$ cat src/rtl/fetch_ctrl.sv
// rtl/fetch_ctrl.sv - fetch stage sequencer: PC register, next-PC select, imem req/ready handshake
//
// Optional feature macro: FETCH_ALIGN_CHECK_EN (reject pc loads with next_pc[1:0] != 0).
//
// Ports:
//   clk, rst_n           clock (rising edge), asynchronous active-low reset
//   branch_taken         B-type redirect request
//   jump                 J-type redirect request
//   jump_reg             R-type (register) redirect request
//   stall                downstream cannot accept a new instruction
//   next_pc[31:0]        next-PC value from the fetch datapath mux
//   imem_ready           instruction memory data valid for the current request
//   pc[31:0]             current fetch address
//   pc_sel[1:0]          mux select: 00 PC+4, 01 branch, 10 jump-register, 11 jump
//   imem_req             fetch request to instruction memory
//   instr_valid          instruction on the memory read port is valid this cycle
//   fetch_err            sticky error flag (timeout or misaligned load)
module fetch_ctrl #(
  parameter logic [31:0] RESET_PC = 32'h0000_0000,
  parameter int          MAX_WAIT = 15
) (
  input  logic        clk,
  input  logic        rst_n,
  input  logic        branch_taken,
  input  logic        jump,
  input  logic        jump_reg,
  input  logic        stall,
  input  logic [31:0] next_pc,
  input  logic        imem_ready,
  output logic [31:0] pc,
  output logic [1:0]  pc_sel,
  output logic        imem_req,
  output logic        instr_valid,
  output logic        fetch_err
);

  typedef enum logic [1:0] {
    IDLE  = 2'b00,
    FETCH = 2'b01,
    HOLD  = 2'b10,
    ERR   = 2'b11
  } state_t;

  localparam logic [7:0] MAX_WAIT_C = 8'(MAX_WAIT);

  state_t      state;
  logic [7:0]  wait_cnt;
  logic [1:0]  sel_q;
  logic        req_q;
  logic        err_q;
  logic [1:0]  sel_now;
  logic        misaligned;

  // Redirect priority: jump_reg > jump > branch_taken > sequential.
  always_comb begin
    sel_now = 2'b00;
    if (jump_reg)          sel_now = 2'b10;
    else if (jump)         sel_now = 2'b11;
    else if (branch_taken) sel_now = 2'b01;
  end

`ifdef FETCH_ALIGN_CHECK_EN
  assign misaligned = (next_pc[1:0] != 2'b00);
`else
  assign misaligned = 1'b0;
`endif

  always_ff @(posedge clk or negedge rst_n) begin
    if (!rst_n) begin
      state    <= IDLE;
      pc       <= RESET_PC;
      wait_cnt <= 8'd0;
      sel_q    <= 2'b00;
      req_q    <= 1'b0;
      err_q    <= 1'b0;
    end else begin
      case (state)
        IDLE: begin
          state <= FETCH;
          req_q <= 1'b1;
        end
        FETCH: begin
          if (imem_ready) begin
            if (!stall) begin
              if (misaligned) begin
                state <= ERR;
                req_q <= 1'b0;
                err_q <= 1'b1;
              end else begin
                pc       <= next_pc;
                wait_cnt <= 8'd0;
              end
            end else begin
              // Freeze the select chosen at acceptance; redirects are ignored in HOLD.
              sel_q <= sel_now;
              state <= HOLD;
              req_q <= 1'b0;
            end
          end else if (wait_cnt == MAX_WAIT_C) begin
            state <= ERR;
            req_q <= 1'b0;
            err_q <= 1'b1;
          end else if (wait_cnt != 8'hFF) begin
            wait_cnt <= wait_cnt + 8'd1;
          end
        end
        HOLD: begin
          if (!stall) begin
            if (misaligned) begin
              state <= ERR;
              err_q <= 1'b1;
            end else begin
              pc       <= next_pc;
              wait_cnt <= 8'd0;
              state    <= FETCH;
              req_q    <= 1'b1;
            end
          end
        end
        ERR: begin
          // Sticky until reset; pc stays frozen.
          state <= ERR;
        end
        default: state <= IDLE;
      endcase
    end
  end

  assign imem_req    = req_q;
  assign fetch_err   = err_q;
  assign instr_valid = (state == FETCH) && imem_ready;
  assign pc_sel      = (state == FETCH) ? sel_now :
                       (state == HOLD)  ? sel_q   : 2'b00;

endmodule

$ cat config.mk
export PLATFORM = sky130hd
export DESIGN_NAME = fetch_ctrl
export DESIGN_NICKNAME = d
export VERILOG_FILES = /design/src/rtl/fetch_ctrl.sv
export SDC_FILE = /design/constraint.sdc
export NUM_CORES = 1
export LEC_CHECK = 0
export BUFFER_PORTS_ARGS = -buffer_cell sky130_fd_sc_hd__buf_2
export CAP_MARGIN = 20
export CORE_UTILIZATION = 49
export CTS_CLUSTER_SIZE = 8
export DETAILED_ROUTE_END_ITERATION = 10
export HOLD_SLACK_MARGIN = 0.03
export PLACE_DENSITY_LB_ADDON = 0.05
export SKIP_CTS_REPAIR_TIMING = 1
export SLEW_MARGIN = 20
export SYNTH_ARGS = -nofsm -noshare
export SYNTH_HDL_FRONTEND = slang
export SYNTH_SLANG_ARGS = --single-unit
$ cat constraint.sdc
create_clock -name clk -period 2.5 [get_ports clk]
set_input_delay 0.125 -clock clk [delete_from_list [all_inputs] [get_ports clk]]
set_output_delay 0.125 -clock clk [all_outputs]
set_load 0.02 [all_outputs]
==> summary.md <==
| Metric | Value |
|---|---|
| Status | complete, no violations |
| Crit end category | flip-flop |
| Worst path arrival time | 2.08 ns |
| Synth warn | 0 |
| Number of max-cap violations | 0 |
| Clock power frac | 0.179 |
| Yosys top cell area share | 0.562 |
| Clk slew on worst S/H paths | 0.08 ns |
| Setup-failing EPs final | 0 |
| Initial Utilization | 0.512 |
| Gate power share | 0.398 |
| Die W | 66.7 um |
| Initial antenna violation count | 0 |
| Slowest cell on crit path | dfrtp_1 |
| Row cnt | 23 |
| Drt via density | 5.48 |
| Portion of total power attributed to sequential cells | 0.423 |
| Tot Pwr | 3010 uW |
| # diodes | 0 |
| Routed len/inst | 14.1 um |
| Met2 Routed Length | 2.06 mm |
| Hold Crit Class | in2reg |
| Final Util | 0.649 |
| Post-route setup TNS | 0 ns |
| Startpoint Class | flip-flop |
| Mapped Cells | 164 |
| Fillcell total | 318 |
| GPL Wtd Cong | 0.904 |
| Top Metal Used | met4 |
| Die H | 66.7 um |
| Post-synthesis net count | 207 |
| Share of layout cells above drive strength 1 | 0.367 |
| Iteration-0 DRC Markers | 47 |
| Via count | 1616 |
| Hold WS | 0.0348 ns |
| First-pass iteration count of the detailed router | 5 |
| Root Buffer | clkbuf_8 |
| Nets | 287 |
| #FFs+latches synth | 46 |
| Port bufs | 75 |
| GRT Util Overall | 0.194 |
| First-pass GRT wire length | 6.26 mm |
| Cell area after synthesis | 2050 um2 |
| Ys async rst share | 1.00 |
| Leak | 0.00123 uW |
| Final Cycle Share | 0.757 |
| Leading post-synthesis cells by cell area | dfrtp_1 56%, mux2_1 16%, ha_1 2.4%, o31ai_1 2.2%, nand2_1 2.0% |
| Switching power | 1150 uW |
| Final Hold Fails | 0 |
| CTS sink count | 46 |
| Io pins | 76 |
| DRT met1 WL | 1.68 mm |
| WS Path Type | reg2reg |
| Overflow left after global routing | 0 |
| Worst-margin pin slew | 0.557 ns |
| H-tree levels | 2 |
| Setup Skew | 0.00354 ns |
| WP data required | 2.69 ns |
| Sequential cell area | 1150 um2 |
| Multi-input logic area | 841 um2 |
| Drt total wl | 4.16 mm |
| Final non-filler cell total | 295 |
| Post-synth EDFFs | 0 |
| Pins Over Slew Limit | 0 |
| Pwr Density | 1160 nW/um2 |
| CP Cell Sequence | inv_1 > ha_1 > or2_1 > a21o_1 > nand2b_1 > a32o_1 |
| Placeable Area | 4000 um2 |
| Drt drc | 0 |
| Switching Share | 0.381 |
| Placed Instances | 284 |
| Yosys cell types | 37 |
| Min cycle time layout | 1.89 ns |
| ANT nets after route | 0 |
| Seq/Total Area, Yosys | 0.562 |
| Int Power | 1860 uW |
| DIE AREA | 4440 um2 |
| Max Fclk | 528 MHz |
| Relative slew slack | 0.629 |
| DR WL met3 | 289 um |
| Unrepaired setup endpoints after global routing | no |
| Dpl hpwl | 3.11 mm |
| Pin count of the biggest net entering global routing | 47 |
| CTS Buf Count | 5 |
| P&R area growth vs syn | 26.7% |
| Mean Syn Cell Area | 12.5 um2 |
| CP max stage delay | 0.41 ns |
| Clk Latency, worst-skew pair | 0.29 ns |
| Number of global-route vias before repair | 1416 |
| Top fanout value on the critical path | 9 |
| Max Root-Sink Buffers | 2 |
| Worst vdd ir | 453 uV |
| CTS tree | yes |
| Cell taking the most area after synthesis | dfrtp_1 |
| Prevailing post-synth register cell | dfrtp_1 |
## worst paths after layout
kind,startpoint,to,slack [ns],depth (start not counted)
worst max-delay path,state[0],wait_cnt[1],0.61,6
worst min-delay path,next_pc[1],pc[1],0.03,2
worst max register to register,state[0],wait_cnt[1],0.61,6
worst min register to register,fetch_err,fetch_err,0.47,2
max in group asynchronous,rst_n,pc[29],1.76,2
min in group asynchronous,rst_n,pc[25],0.36,2
## metal layers
metal	up-vias	global-route usage
li1	758	-
met5	-	0
met1	775	0.209
met2	69	0.327
met4	0	0.114
met3	14	0.0668
## layout by cell type, fill, tap and decap left out, types with 2 or more instances in the layout
master / n
inv_1: 4
ha_1: 4
mux2_2: 3
dlygate4sd3_1: 3
nor3_1: 3
buf_4: 2
mux2_1: 30
buf_2: 74
nand4_1: 3
nand3_1: 2
o21ai_1: 5
dfrtp_1: 46
a21oi_1: 4
o31ai_1: 6
nor2_1: 10
clkbuf_8: 5
nand2_1: 11
a21o_1: 2
a31oi_1: 2
o21ai_0: 5
## worst max-delay path, delay by kind of cell, from the launching register on
| kind | cells | cell delay, ns |
|---|---|---|
| AO/OA/AOI/OAI | 2 | 0.48 |
| adder cells (fa/ha/maj) | 1 | 0.30 |
| buffers and inverters | 1 | 0.09 |
| flip-flops | 1 | 0.41 |
| AND/OR/NAND/NOR | 2 | 0.51 |
## per-stage QoR
stage | instance area (um2) | worst slack (ns)
2_1_floorplan | 2050 | 0.688
3_3_place_gp | 2450 | 0.712
3_5_place_dp | 2450 | 0.633
4_1_cts | 2560 | 0.620
5_1_grt | 2590 | 0.467
6_report | 2590 | 0.608
## logic make-up after synthesis
| logic type | synth area share |
|---|---|
| simple gates | 0.0953 |
| buf+inv | 0.0275 |
| flops | 0.562 |
| fa+ha+maj | 0.0244 |
| compound gates | 0.109 |
| mux | 0.181 |
## power groups by stage
stage	clock network, uW	registers [uW]	logic, uW
after floorplan	0	1610	455
after global placement	0	1270	1180
after detailed placement	0	1290	1210
after CTS	555	1270	1210
after global routing	588	1320	1290
final	539	1270	1200
## state kept, by name, summed over array words and instances, names as in the netlist
register and cells:
imem_req 1, sel_q 2, state 2, wait_cnt 8, fetch_err 1, pc 32
## synthesized netlist by cell type (all sizes together), types with 2 or more instances
master and number:
nor2 11, inv 4, nand3 2, dfrtp 46, nor3 3, nand4 3
o31ai 6, nand2 11, o21ai 10, nand2b 2, mux2 33, a31oi 2
a21o 2, a211oi 2, a21oi 4, ha 4, buf 5
## final cells by class
type | instances | share of cell area
flip-flops and latches | 46 | 0.444
multi-input cells | 108 | 0.324
repair buffers | 79 | 0.160
clock buffers | 6 | 0.0280
well taps | 50 | 0.0241
clock inverters | 2 | 0.0145
inverters | 4 | 0.00579
Note: power is estimated with default switching activity, not from simulation.
